--- src/rtl/pma_link_ctrl_pkg.sv ---
// Shared constants and encodings for the PMA link controller.
// Imported by the interface-facing top and by the RX word matcher.
package pma_link_ctrl_pkg;

  localparam logic [9:0] K285_RDN = 10'b0011111010;
  localparam logic [9:0] K285_RDP = 10'b1100000101;

  typedef enum logic [1:0] {
    ST_IDLE   = 2'd0,
    ST_TRAIN  = 2'd1,
    ST_LINKED = 2'd2,
    ST_FAIL   = 2'd3
  } link_state_t;

  typedef enum logic [1:0] {
    MC_NONE = 2'd0,
    MC_GOOD = 2'd1,
    MC_INV  = 2'd2
  } match_cls_t;

  function automatic logic is_comma(input logic [9:0] w);
    return (w == K285_RDN) || (w == K285_RDP);
  endfunction

endpackage

--- src/rtl/pma_link_ctrl_if.sv ---
// MAC/PMA-facing signal bundle of the link controller.
// master = controller side, slave = MAC + PMA environment.
interface pma_link_ctrl_if #(parameter int DATA_WIDTH = 10);
  logic                  link_req;
  logic [DATA_WIDTH-1:0] mac_data;
  logic                  mac_valid;
  logic                  mac_ready;
  logic [DATA_WIDTH-1:0] rx_word;
  logic [DATA_WIDTH-1:0] pma_data;
  logic                  pma_data_en;
  logic                  RxPolarity;
  logic                  link_up;
  logic                  link_fail;
  logic [1:0]            state;

  modport master (
    input  link_req, mac_data, mac_valid, rx_word,
    output mac_ready, pma_data, pma_data_en, RxPolarity, link_up, link_fail, state
  );

  modport slave (
    output link_req, mac_data, mac_valid, rx_word,
    input  mac_ready, pma_data, pma_data_en, RxPolarity, link_up, link_fail, state
  );
endinterface

--- src/rtl/pma_link_ctrl_word_matcher.sv ---
// RX word matcher: registers the aligned RX word, classifies it and keeps
// saturating run-length counters of good / inverted-polarity words.
module pma_word_matcher
  import pma_link_ctrl_pkg::*;
#(
  parameter int         DATA_WIDTH = 10,
  parameter logic [9:0] TRAIN_WORD = 10'b0110110101,
  parameter int         LOCK_CNT   = 16
) (
  input  logic                  Bit_Rate_Clk_10,
  input  logic                  Rst_n,
  input  logic [DATA_WIDTH-1:0] rx_word,
  input  logic                  cnt_en,
  output logic                  lock,
  output logic                  inv_lock,
  output logic                  comma_seen
);

  localparam int            CW       = $clog2(LOCK_CNT + 1);
  localparam logic [CW-1:0] LOCK_MAX = CW'(LOCK_CNT);

  logic [DATA_WIDTH-1:0] rx_q;
  logic [CW-1:0]         good_cnt;
  logic [CW-1:0]         inv_cnt;
  match_cls_t            cls;

  always_ff @(posedge Bit_Rate_Clk_10 or negedge Rst_n) begin
    if (!Rst_n) rx_q <= '0;
    else        rx_q <= rx_word;
  end

  // Either comma disparity counts as good: the TX alternates K28.5 and TRAIN_WORD.
  always_comb begin
    cls = MC_NONE;
    if (is_comma(rx_q) || rx_q == TRAIN_WORD) cls = MC_GOOD;
    else if (rx_q == ~TRAIN_WORD)             cls = MC_INV;
  end

  always_ff @(posedge Bit_Rate_Clk_10 or negedge Rst_n) begin
    if (!Rst_n) begin
      good_cnt <= '0;
      inv_cnt  <= '0;
    end else if (!cnt_en) begin
      good_cnt <= '0;
      inv_cnt  <= '0;
    end else begin
      unique case (cls)
        MC_GOOD: begin
          good_cnt <= (good_cnt == LOCK_MAX) ? good_cnt : good_cnt + 1'b1;
          inv_cnt  <= '0;
        end
        MC_INV: begin
          inv_cnt  <= (inv_cnt == LOCK_MAX) ? inv_cnt : inv_cnt + 1'b1;
          good_cnt <= '0;
        end
        default: begin
          good_cnt <= '0;
          inv_cnt  <= '0;
        end
      endcase
    end
  end

  assign lock       = (good_cnt == LOCK_MAX);
  assign inv_lock   = (inv_cnt == LOCK_MAX);
  assign comma_seen = is_comma(rx_word);

endmodule

--- src/rtl/pma_link_ctrl.sv ---
// PMA link bring-up controller: training, polarity correction, retry/fail,
// then MAC pass-through with periodic K28.5 skips and comma-loss supervision.
//
//  state  | meaning
//  IDLE   | link not requested, PMA TX disabled
//  TRAIN  | sending K28.5/TRAIN_WORD, waiting for RX lock
//  LINKED | MAC data forwarded, skip insertion, comma-loss watch
//  FAIL   | retries exhausted, TX off, held until link_req drops
module pma_link_ctrl
  import pma_link_ctrl_pkg::*;
#(
  parameter int         DATA_WIDTH  = 10,
  parameter logic [9:0] TRAIN_WORD  = 10'b0110110101,
  parameter int         LOCK_CNT    = 16,
  parameter int         TIMEOUT_CYC = 4096,
  parameter int         MAX_RETRY   = 3,
  parameter int         SKIP_INT    = 256,
  parameter int         LOSS_CYC    = 1024
) (
  input  logic           Bit_Rate_Clk_10,
  input  logic           Rst_n,
  pma_link_ctrl_if.master bus
);

  localparam int             TMW       = $clog2(TIMEOUT_CYC + 1);
  localparam int             RW        = $clog2(MAX_RETRY + 1);
  localparam int             SW        = $clog2(SKIP_INT + 1);
  localparam int             LW        = $clog2(LOSS_CYC + 1);
  localparam logic [TMW-1:0] TMO_LAST  = TMW'(TIMEOUT_CYC - 1);
  localparam logic [RW-1:0]  RTY_LAST  = RW'(MAX_RETRY - 1);
  localparam logic [SW-1:0]  SKIP_LAST = SW'(SKIP_INT - 1);
  localparam logic [LW-1:0]  LOSS_LAST = LW'(LOSS_CYC - 1);

  link_state_t           st, ns;
  logic [TMW-1:0]        tmr;
  logic [RW-1:0]         retry_cnt;
  logic [SW-1:0]         skip_cnt;
  logic [LW-1:0]         loss_cnt;
  logic                  rx_pol, flip_done, train_ph;
  logic [DATA_WIDTH-1:0] pma_data_q;
  logic                  pma_en_q;

  logic lock, inv_lock, comma_seen;
  logic flip, retry, give_up, cnt_en, linked_run, mac_ready_c;
  logic [DATA_WIDTH-1:0] nxt_data;
  logic                  nxt_en, nxt_ph;

  pma_word_matcher #(
    .DATA_WIDTH (DATA_WIDTH),
    .TRAIN_WORD (TRAIN_WORD),
    .LOCK_CNT   (LOCK_CNT)
  ) u_matcher (
    .Bit_Rate_Clk_10 (Bit_Rate_Clk_10),
    .Rst_n           (Rst_n),
    .rx_word         (bus.rx_word),
    .cnt_en          (cnt_en),
    .lock            (lock),
    .inv_lock        (inv_lock),
    .comma_seen      (comma_seen)
  );

  always_ff @(posedge Bit_Rate_Clk_10 or negedge Rst_n) begin
    if (!Rst_n) st <= ST_IDLE;
    else        st <= ns;
  end

  // A second inverted lock after a flip means the line is unusable: retry.
  always_comb begin
    ns      = st;
    flip    = 1'b0;
    retry   = 1'b0;
    give_up = (tmr == TMO_LAST) || (inv_lock && flip_done);
    if (!bus.link_req) begin
      ns = ST_IDLE;
    end else begin
      unique case (st)
        ST_IDLE: ns = ST_TRAIN;
        ST_TRAIN: begin
          if (lock)                        ns = ST_LINKED;
          else if (inv_lock && !flip_done) flip = 1'b1;
          else if (give_up) begin
            if (retry_cnt == RTY_LAST) ns = ST_FAIL;
            else                       retry = 1'b1;
          end
        end
        ST_LINKED: if (loss_cnt == LOSS_LAST) ns = ST_TRAIN;
        default: ;
      endcase
    end

    cnt_en      = (st == ST_TRAIN) && (ns == ST_TRAIN) && !flip && !retry;
    linked_run  = (st == ST_LINKED) && (ns == ST_LINKED);
    mac_ready_c = (st == ST_LINKED) && (skip_cnt != SKIP_LAST);

    nxt_data = '0;
    nxt_en   = 1'b0;
    nxt_ph   = 1'b0;
    unique case (ns)
      ST_TRAIN: begin
        nxt_en   = 1'b1;
        nxt_data = (st == ST_TRAIN && train_ph) ? TRAIN_WORD : K285_RDN;
        nxt_ph   = (st == ST_TRAIN) ? ~train_ph : 1'b1;
      end
      ST_LINKED: begin
        nxt_en   = 1'b1;
        nxt_data = (mac_ready_c && bus.mac_valid) ? bus.mac_data : K285_RDN;
      end
      default: ;
    endcase
  end

  always_ff @(posedge Bit_Rate_Clk_10 or negedge Rst_n) begin
    if (!Rst_n) begin
      tmr        <= '0;
      retry_cnt  <= '0;
      skip_cnt   <= '0;
      loss_cnt   <= '0;
      rx_pol     <= 1'b0;
      flip_done  <= 1'b0;
      train_ph   <= 1'b0;
      pma_data_q <= '0;
      pma_en_q   <= 1'b0;
    end else begin
      pma_data_q <= nxt_data;
      pma_en_q   <= nxt_en;
      train_ph   <= nxt_ph;
      if (st == ST_IDLE && ns == ST_TRAIN) begin
        retry_cnt <= '0;
        rx_pol    <= 1'b0;
        flip_done <= 1'b0;
      end else if (flip) begin
        rx_pol    <= ~rx_pol;
        flip_done <= 1'b1;
      end else if (retry) begin
        retry_cnt <= retry_cnt + 1'b1;
        rx_pol    <= 1'b0;
        flip_done <= 1'b0;
      end
      tmr      <= cnt_en ? tmr + 1'b1 : '0;
      skip_cnt <= !linked_run ? '0 : (skip_cnt == SKIP_LAST) ? '0 : skip_cnt + 1'b1;
      loss_cnt <= !linked_run ? '0 : comma_seen ? '0 : loss_cnt + 1'b1;
    end
  end

  assign bus.mac_ready   = mac_ready_c;
  assign bus.pma_data    = pma_data_q;
  assign bus.pma_data_en = pma_en_q;
  assign bus.RxPolarity  = rx_pol;
  assign bus.link_up     = (st == ST_LINKED);
  assign bus.link_fail   = (st == ST_FAIL);
  assign bus.state       = st;

endmodule

--- src/flat_wrapper.sv ---
// flat-port wrapper written by rule: the top's interface ports become plain ports
module pma_link_ctrl_flat import pma_link_ctrl_pkg::*;
#(
  parameter int         DATA_WIDTH  = 10,
  parameter logic [9:0] TRAIN_WORD  = 10'b0110110101,
  parameter int         LOCK_CNT    = 16,
  parameter int         TIMEOUT_CYC = 4096,
  parameter int         MAX_RETRY   = 3,
  parameter int         SKIP_INT    = 256,
  parameter int         LOSS_CYC    = 1024
)
  (Bit_Rate_Clk_10, Rst_n, bus_link_req, bus_mac_data, bus_mac_valid, bus_rx_word, bus_mac_ready, bus_pma_data, bus_pma_data_en, bus_RxPolarity, bus_link_up, bus_link_fail, bus_state);
  pma_link_ctrl_if #(.DATA_WIDTH(DATA_WIDTH)) bus_i ();
  input  logic Bit_Rate_Clk_10;
  input  logic Rst_n;
  input wire logic [$bits(bus_i.link_req)-1:0] bus_link_req;
  input wire logic [$bits(bus_i.mac_data)-1:0] bus_mac_data;
  input wire logic [$bits(bus_i.mac_valid)-1:0] bus_mac_valid;
  input wire logic [$bits(bus_i.rx_word)-1:0] bus_rx_word;
  output wire logic [$bits(bus_i.mac_ready)-1:0] bus_mac_ready;
  output wire logic [$bits(bus_i.pma_data)-1:0] bus_pma_data;
  output wire logic [$bits(bus_i.pma_data_en)-1:0] bus_pma_data_en;
  output wire logic [$bits(bus_i.RxPolarity)-1:0] bus_RxPolarity;
  output wire logic [$bits(bus_i.link_up)-1:0] bus_link_up;
  output wire logic [$bits(bus_i.link_fail)-1:0] bus_link_fail;
  output wire logic [$bits(bus_i.state)-1:0] bus_state;
  assign bus_i.link_req = bus_link_req;
  assign bus_i.mac_data = bus_mac_data;
  assign bus_i.mac_valid = bus_mac_valid;
  assign bus_i.rx_word = bus_rx_word;
  assign bus_mac_ready = bus_i.mac_ready;
  assign bus_pma_data = bus_i.pma_data;
  assign bus_pma_data_en = bus_i.pma_data_en;
  assign bus_RxPolarity = bus_i.RxPolarity;
  assign bus_link_up = bus_i.link_up;
  assign bus_link_fail = bus_i.link_fail;
  assign bus_state = bus_i.state;
  pma_link_ctrl #(.DATA_WIDTH(DATA_WIDTH), .TRAIN_WORD(TRAIN_WORD), .LOCK_CNT(LOCK_CNT), .TIMEOUT_CYC(TIMEOUT_CYC), .MAX_RETRY(MAX_RETRY), .SKIP_INT(SKIP_INT), .LOSS_CYC(LOSS_CYC)) u_core (.Bit_Rate_Clk_10(Bit_Rate_Clk_10), .Rst_n(Rst_n), .bus(bus_i));
endmodule
--- config.mk ---
export PLATFORM = sky130hd
export DESIGN_NAME = pma_link_ctrl_flat
export DESIGN_NICKNAME = d
export VERILOG_FILES = /design/src/rtl/pma_link_ctrl_pkg.sv /design/src/rtl/pma_link_ctrl_if.sv /design/src/rtl/pma_link_ctrl_word_matcher.sv /design/src/rtl/pma_link_ctrl.sv /design/src/flat_wrapper.sv
export SDC_FILE = /design/constraint.sdc
export NUM_CORES = 1
export LEC_CHECK = 0
export ABC_AREA = 1
export CAP_MARGIN = 40
export CORE_MARGIN = 3
export CORE_UTILIZATION = 50
export DETAILED_ROUTE_END_ITERATION = 6
export PLACE_DENSITY = 0.72
export SYNTH_ARGS = -nofsm -noshare
export SYNTH_HDL_FRONTEND = slang
export SYNTH_HIERARCHICAL = 1
export SYNTH_SLANG_ARGS = --single-unit
--- constraint.sdc ---
create_clock -name Bit_Rate_Clk_10 -period 7.74 [get_ports Bit_Rate_Clk_10]
set_input_delay 1.161 -clock Bit_Rate_Clk_10 [delete_from_list [all_inputs] [get_ports Bit_Rate_Clk_10]]
set_output_delay 1.161 -clock Bit_Rate_Clk_10 [all_outputs]
set_load 0.1 [all_outputs]
== Word-level counts from Yosys, hierarchy flattened ==
Cells that the tools add are included.
W data, S select, Z words.
Word-level totals
  register bits after elaboration: 71
  bits of input ports: 24
  output and inout bits: 17
Cells by class
  bitwise gates (word level): 2
  mux-type cells: 44
  reductions and logical operators: 22
  equal/unequal tests: 23
  add/subtract/negate cells: 6
Operators by type and width (count)
  $eq A10 B10 Y1 const B: 3
  $mux W5: 6
  $mux W9: 3
  $mux W11: 2
  $mux W2: 11
  $eq A10 B8 Y1 const B: 2
  $pmux W10 S2: 1
  $mux W1: 18
  $add A13 B1 Y13 const B: 1
  $eq A13 B12 Y1 const B: 1
  $mux W13: 1
  $add A11 B1 Y11 const B: 1
  $eq A11 B10 Y1 const B: 1
  $add A5 B1 Y5 const B: 2
  $eq A10 B9 Y1 const B: 1
  $eq A2 B2 Y1 const B: 5
  $eq A5 B5 Y1 const B: 2
  $logic_and A1 B1 Y1: 10
  $mux W10: 1
  $add A9 B1 Y9 const B: 1
  $eq A9 B8 Y1 const B: 1
  $ne A9 B8 Y1 const B: 1
  $eq A2 B1 Y1 const B: 3
  $ne A3 B3 Y1 const B: 2
  11 further kinds: 17

== Depth between registers and ports, before layout ==
  depth in word-level cells: 13
  depth in mapped cells: 23
  mapped depth without buffers: 22

== Modules after synthesis ==
Netlist, hierarchy kept.
Modules (own cells, without submodules)
  pma_link_ctrl: area an instance 2582.5 um^2, cells each 306, times used 1
  pma_word_matcher: area an instance 1057.3 um^2, cells each 122, times used 1

== Worst setup path after synthesis ==
Ideal clock, no wire load.
  path type: reg2out
  start point: reg u_core.st[1], in the netlist u_core/bus.state[1]
  end point: out bus_mac_ready
  path buffers: 0
  cell stages (with the launch flop): 5
  arrival time: 2579 ps
  slack: 4000 ps
  data required time: 6579 ps
  path through: dfrtp_1 inv_1 nor2_4 nand2_1 inv_1
On the way
  cells in the longest elaborated chain, start to end: 2
RTL lines
  start: declaration: line pma_link_ctrl.sv:34  | link_state_t st, ns;
  start signal: assignment: line pma_link_ctrl.sv:64  | else st <= ns;
  $eq A2 B2 Y1
  named net bus_link_up: line flat_wrapper.sv:24  | output wire logic [$bits(bus_i.link_up)-1:0] bus_link_up;
  $logic_and A1 B1 Y1: line pma_link_ctrl.sv:93  | mac_ready_c = (st == ST_LINKED) && (skip_cnt != SKIP_LAST);
  end: declaration: line flat_wrapper.sv:20  | output wire logic [$bits(bus_i.mac_ready)-1:0] bus_mac_ready;
The timed path passes the listed nets, and every way through them passes these cells.

== Final worst setup path ==
  start point: reg u_core.skip_cnt[0]
  end point: out bus_mac_ready
On the way
  cells in the longest elaborated chain, start to end: 2
RTL lines
  start: declaration: line pma_link_ctrl.sv:37  | logic [SW-1:0] skip_cnt;
  start signal: assignment: line pma_link_ctrl.sv:140  | skip_cnt <= !linked_run ? '0 : (skip_cnt == SKIP_LAST) ? '0 : skip_cnt + 1'b1;
  $ne A9 B8 Y1: line pma_link_ctrl.sv:93
  $logic_and A1 B1 Y1: line pma_link_ctrl.sv:93
Every way passes these cells.

==> metrics.md <==
| Metric | Value |
|---|---|
| Count of maximum capacitance violations | 0 |
| Layout Utilization | 66.9% |
| Share of layout cells above drive strength 1 | 14.5% |
| Endpoint type of the worst setup path | output pin |
| Vertical extent of the die | 91.3 um |
| Placed cell count | 580 |
| Die area | 8340 um^2 |
| Ys Warns | 6 |
| Setup violators final | 0 |
| Weighted congestion reported at the end of routability-driven placement | 0.801 |
| First-iteration detailed-routing DRC count | 154 |
| Top Ports | 41 |
| Most instantiated flip-flop cell in the synthesis netlist | sky130_fd_sc_hd__dfrtp_1 |
| Actual slew at the worst max-slew pin | 0.650 ns |
| IR drop worst, VDD | 0.0000998 V |
| Growth of design area from synthesis to finish | 27.7% |
| Max Fclk | 0.280 GHz |
| Wire length of the first global-routing pass | 13.0 mm |
| Synthesized cell area | 3640 um^2 |
| Count of flip-flops with a built-in enable after synthesis | 0 |
| Maximum level of the CTS H-tree | 3 |
| Number of hold buffers added after cts | 0 |
| FILL cells | 528 |
| Clk buf depth | 2 |
| Final ANT Viol Nets | 0 |
| Type of the worst min-delay path | reg -> reg |
| Rel. slew slack | 56.1% |
| Portion of the post-synthesis area used by sequential elements | 48.8% |
| Port-buffer cells | 40 |
| Compound-Gate Fraction of Synth Area | 3.61% |
| RSZ-0062 raised after global routing | false |
| Clock buffers created by TritonCTS | 9 |
| Critical path startpoint category | flop |
| Total global routing track utilization | 19.3% |
| Areal power density over the cells | 154 nW/um^2 |
| Via Count | 2,892 |
| CP bufs+invs | 3 |
| Flop2flop setup slack | 4.44 ns |
| CTS tree | done |
| Count of placed standard cells in the final layout, fillers left out | 594 |
| Fraction of synthesis flops using an asynchronous set or reset pin | 100% |
| Result of the run | finished, final reports clean |
| Layout Skew | 0.00717 ns |
| Antenna violations before repair | 0 |
| Wire length per cell after detailed routing | 12.0 um |
| Share of cell area taken by muxes after synthesis | 0% |
| Cell repeated most along the worst path | sky130_fd_sc_hd__nand2_1 |
| Seq cells post-synth | 71 |
| Kind of critical path | reg -> out |
| Total negative slack | 0 ns |
| Period utilization | 46.2% |
| Synth cell types | 35 |
| Core region area | 6940 um^2 |
| Final net count | 529 |
| GR Overflow Total | 0 |
| Post-Synthesis Cells | 428 |
| Resized Gates After CTS | 0 |
| Sum of net half-perimeters after detailed placement | 5.39 mm |
| Highest fanout seen on the critical path | 11 |
| Total routed wirelength | 7.12 mm |
| CP delay by family, top | simple AND/OR/NAND/NOR gates |
| Antenna diodes | 0 |
| Post-synthesis simple-gate area fraction | 32.5% |
| Static leakage | 2.07 nW |
| Vias per cell | 4.87 |
| Number of remaining DRC errors | 0 |
| Maximum number of pins on one net before global-route repair | 50 |
| Hold Worst Slack | 0.460 ns |
| Main combinational cell family by area after synthesis | simple AND/OR/NAND/NOR gates |
| Critical-path cell with the highest stage delay | sky130_fd_sc_hd__clkdlybuf4s50_1 |
| CTS sink cnt | 71 |
| Row Count | 30 |
| Per-instance average area after synthesis | 8.50 um^2 |
| Slowest stage delay, CP | 0.46 ns |
| Shortest period the worst path allows | 3.57 ns |
| 1st-pass router iterations | 5 |
| Parity-gate share of the synthesized area counting xor and xnor cells | 5.05% |
| Data required time at the worst endpoint | 6.58 ns |
| Root buffer cell | sky130_fd_sc_hd__clkbuf_8 |
| Crit path cell chain | ha_1, nand3_1, nor3_1, nand2_1, nand2_1, inv_1, clkdlybuf4s50_1, buf_8 |
| Number of hold-slack violations in the final timing report | 0 |
| Initial cell density of the core | 52.4% |
| Number of buffers inserted to repair setup after CTS | 0 |
| Die X | 91.3 um |
| Post-synthesis net count | 462 |
| Vias in the first global route | 2,987 |
| Share of synthesized cell area in full adder, half adder and majority cells | 3.44% |
| Worst-path clk slew | 0.07 ns |
| Arr. time, crit path | 2.41 ns |
| Final number of max-transition violations | 0 |
| Worst-skew pair later-pin latency | 0.34 ns |
[logic make-up (layout without fill, tap and decap cells)]
kind of cell,Yosys count,in the layout
adder cells (fa/ha/maj),10,10
buffers and inverters,61,131
XOR/XNOR,21,21
AND/OR/NAND/NOR,242,242
AO/OA/AOI/OAI,23,23
flip-flops,71,71
[metal layers]
layer,part of all wire [%],routed length [um],up-vias,track usage (%)
li1,-,-,1491,-
met1,45,3170,1346,24.5
met2,49,3500,46,30.8
met3,4.8,340,9,5.80
met4,1.5,110,0,7.54
met5,0,0,-,0
[flip-flops by register name, indices dropped and copies added, names as in the netlist, 2 cells and up]
register	cells
u_core/skip_cnt	9
u_core/retry_cnt	2
u_core/bus.pma_data	10
u_core/u_matcher/rx_q	10
u_core/bus.state	2
u_core/loss_cnt	11
u_core/u_matcher/inv_cnt	5
u_core/tmr	13
u_core/u_matcher/good_cnt	5
[power by group]
part	internal (W)	total (W)	switching, W	leakage [nW]
clock	0.000130	0.000258	0.000128	0.0854
combinational	0.0000306	0.0000784	0.0000477	1.03
sequential	0.000377	0.000381	0.00000424	0.955
total	0.000538	0.000718	0.000180	2.07
[layout make-up]
| class | instances | area (um^2) | area share, % |
|---|---|---|---|
| clock buffers | 13 | 159 | 3.42 |
| clock inverters | 1 | 5.00 | 0.108 |
| inverters | 58 | 218 | 4.68 |
| multi-input cells | 296 | 1620 | 34.9 |
| flip-flops and latches | 71 | 1780 | 38.2 |
| well taps | 96 | 120 | 2.58 |
| repair buffers | 59 | 748 | 16.1 |
[path summary, 6_finish.rpt]
check                                            start                          end  cells after the start
setup / recovery                    u_core/skip_cnt[0]                bus_mac_ready                      8
hold / removal                      u_core/skip_cnt[0]           u_core/skip_cnt[0]                      1
setup reg to reg           u_core/u_matcher/inv_cnt[0]  u_core/u_matcher/inv_cnt[1]                     21
hold reg to reg                     u_core/skip_cnt[0]           u_core/skip_cnt[0]                      1
max in group asynchronous                        Rst_n       u_core/bus.pma_data[2]                      3
min in group asynchronous                        Rst_n                u_core/tmr[5]                      2
[per-stage QoR]
step	setup slack (ns)	power [W]	instance area, um^2
after CTS	4.14	0.000727	4650
final	4.17	0.000718	4650
after global routing	3.98	0.000749	4650
after floorplan	4.00	0.000425	3640
after global placement	4.22	0.000454	4140
after detailed placement	4.25	0.000468	4480
[Yosys cell counts, types with 2 or more instances]
master / number / area, um^2
sky130_fd_sc_hd__nand2_1: 94 / 353
sky130_fd_sc_hd__dfrtp_1: 71 / 1780
sky130_fd_sc_hd__nor2_1: 55 / 206
sky130_fd_sc_hd__inv_1: 51 / 191
sky130_fd_sc_hd__nand3_1: 35 / 175
sky130_fd_sc_hd__xor2_1: 16 / 140
sky130_fd_sc_hd__a21oi_1: 12 / 60.1
sky130_fd_sc_hd__nand4_1: 12 / 75.1
sky130_fd_sc_hd__nor2_2: 11 / 68.8
sky130_fd_sc_hd__ha_1: 10 / 125
sky130_fd_sc_hd__nor3_1: 9 / 45.0
sky130_fd_sc_hd__inv_2: 7 / 26.3
sky130_fd_sc_hd__o21ai_0: 5 / 25.0
sky130_fd_sc_hd__xnor2_1: 5 / 43.8
sky130_fd_sc_hd__nand2_2: 4 / 25.0
sky130_fd_sc_hd__nand3b_1: 4 / 30.0
sky130_fd_sc_hd__nor2_4: 4 / 45.0
sky130_fd_sc_hd__nor3_2: 3 / 30.0
sky130_fd_sc_hd__a21oi_2: 2 / 17.5
sky130_fd_sc_hd__nand2_4: 2 / 22.5
sky130_fd_sc_hd__nor4_1: 2 / 12.5
[placed cells by master (no fill, tap or decap), types with 5 or more instances in the layout]
master | netlist | routed
sky130_fd_sc_hd__nand4_1 | 12 | 12
sky130_fd_sc_hd__a21oi_1 | 12 | 12
sky130_fd_sc_hd__inv_1 | 51 | 51
sky130_fd_sc_hd__dfrtp_1 | 71 | 71
sky130_fd_sc_hd__nand3_1 | 35 | 35
sky130_fd_sc_hd__nor2_2 | 11 | 11
sky130_fd_sc_hd__nand2_1 | 94 | 94
sky130_fd_sc_hd__clkdlybuf4s50_1 | 0 | 39
sky130_fd_sc_hd__buf_8 | 1 | 12
sky130_fd_sc_hd__nor3_1 | 9 | 9
sky130_fd_sc_hd__buf_16 | 0 | 6
sky130_fd_sc_hd__xor2_1 | 16 | 16
sky130_fd_sc_hd__xnor2_1 | 5 | 5
sky130_fd_sc_hd__o21ai_0 | 5 | 5
sky130_fd_sc_hd__ha_1 | 10 | 10
sky130_fd_sc_hd__inv_2 | 7 | 7
sky130_fd_sc_hd__nor2_1 | 55 | 55
sky130_fd_sc_hd__clkbuf_8 | 0 | 11
(Power assumes the default switching activity.)
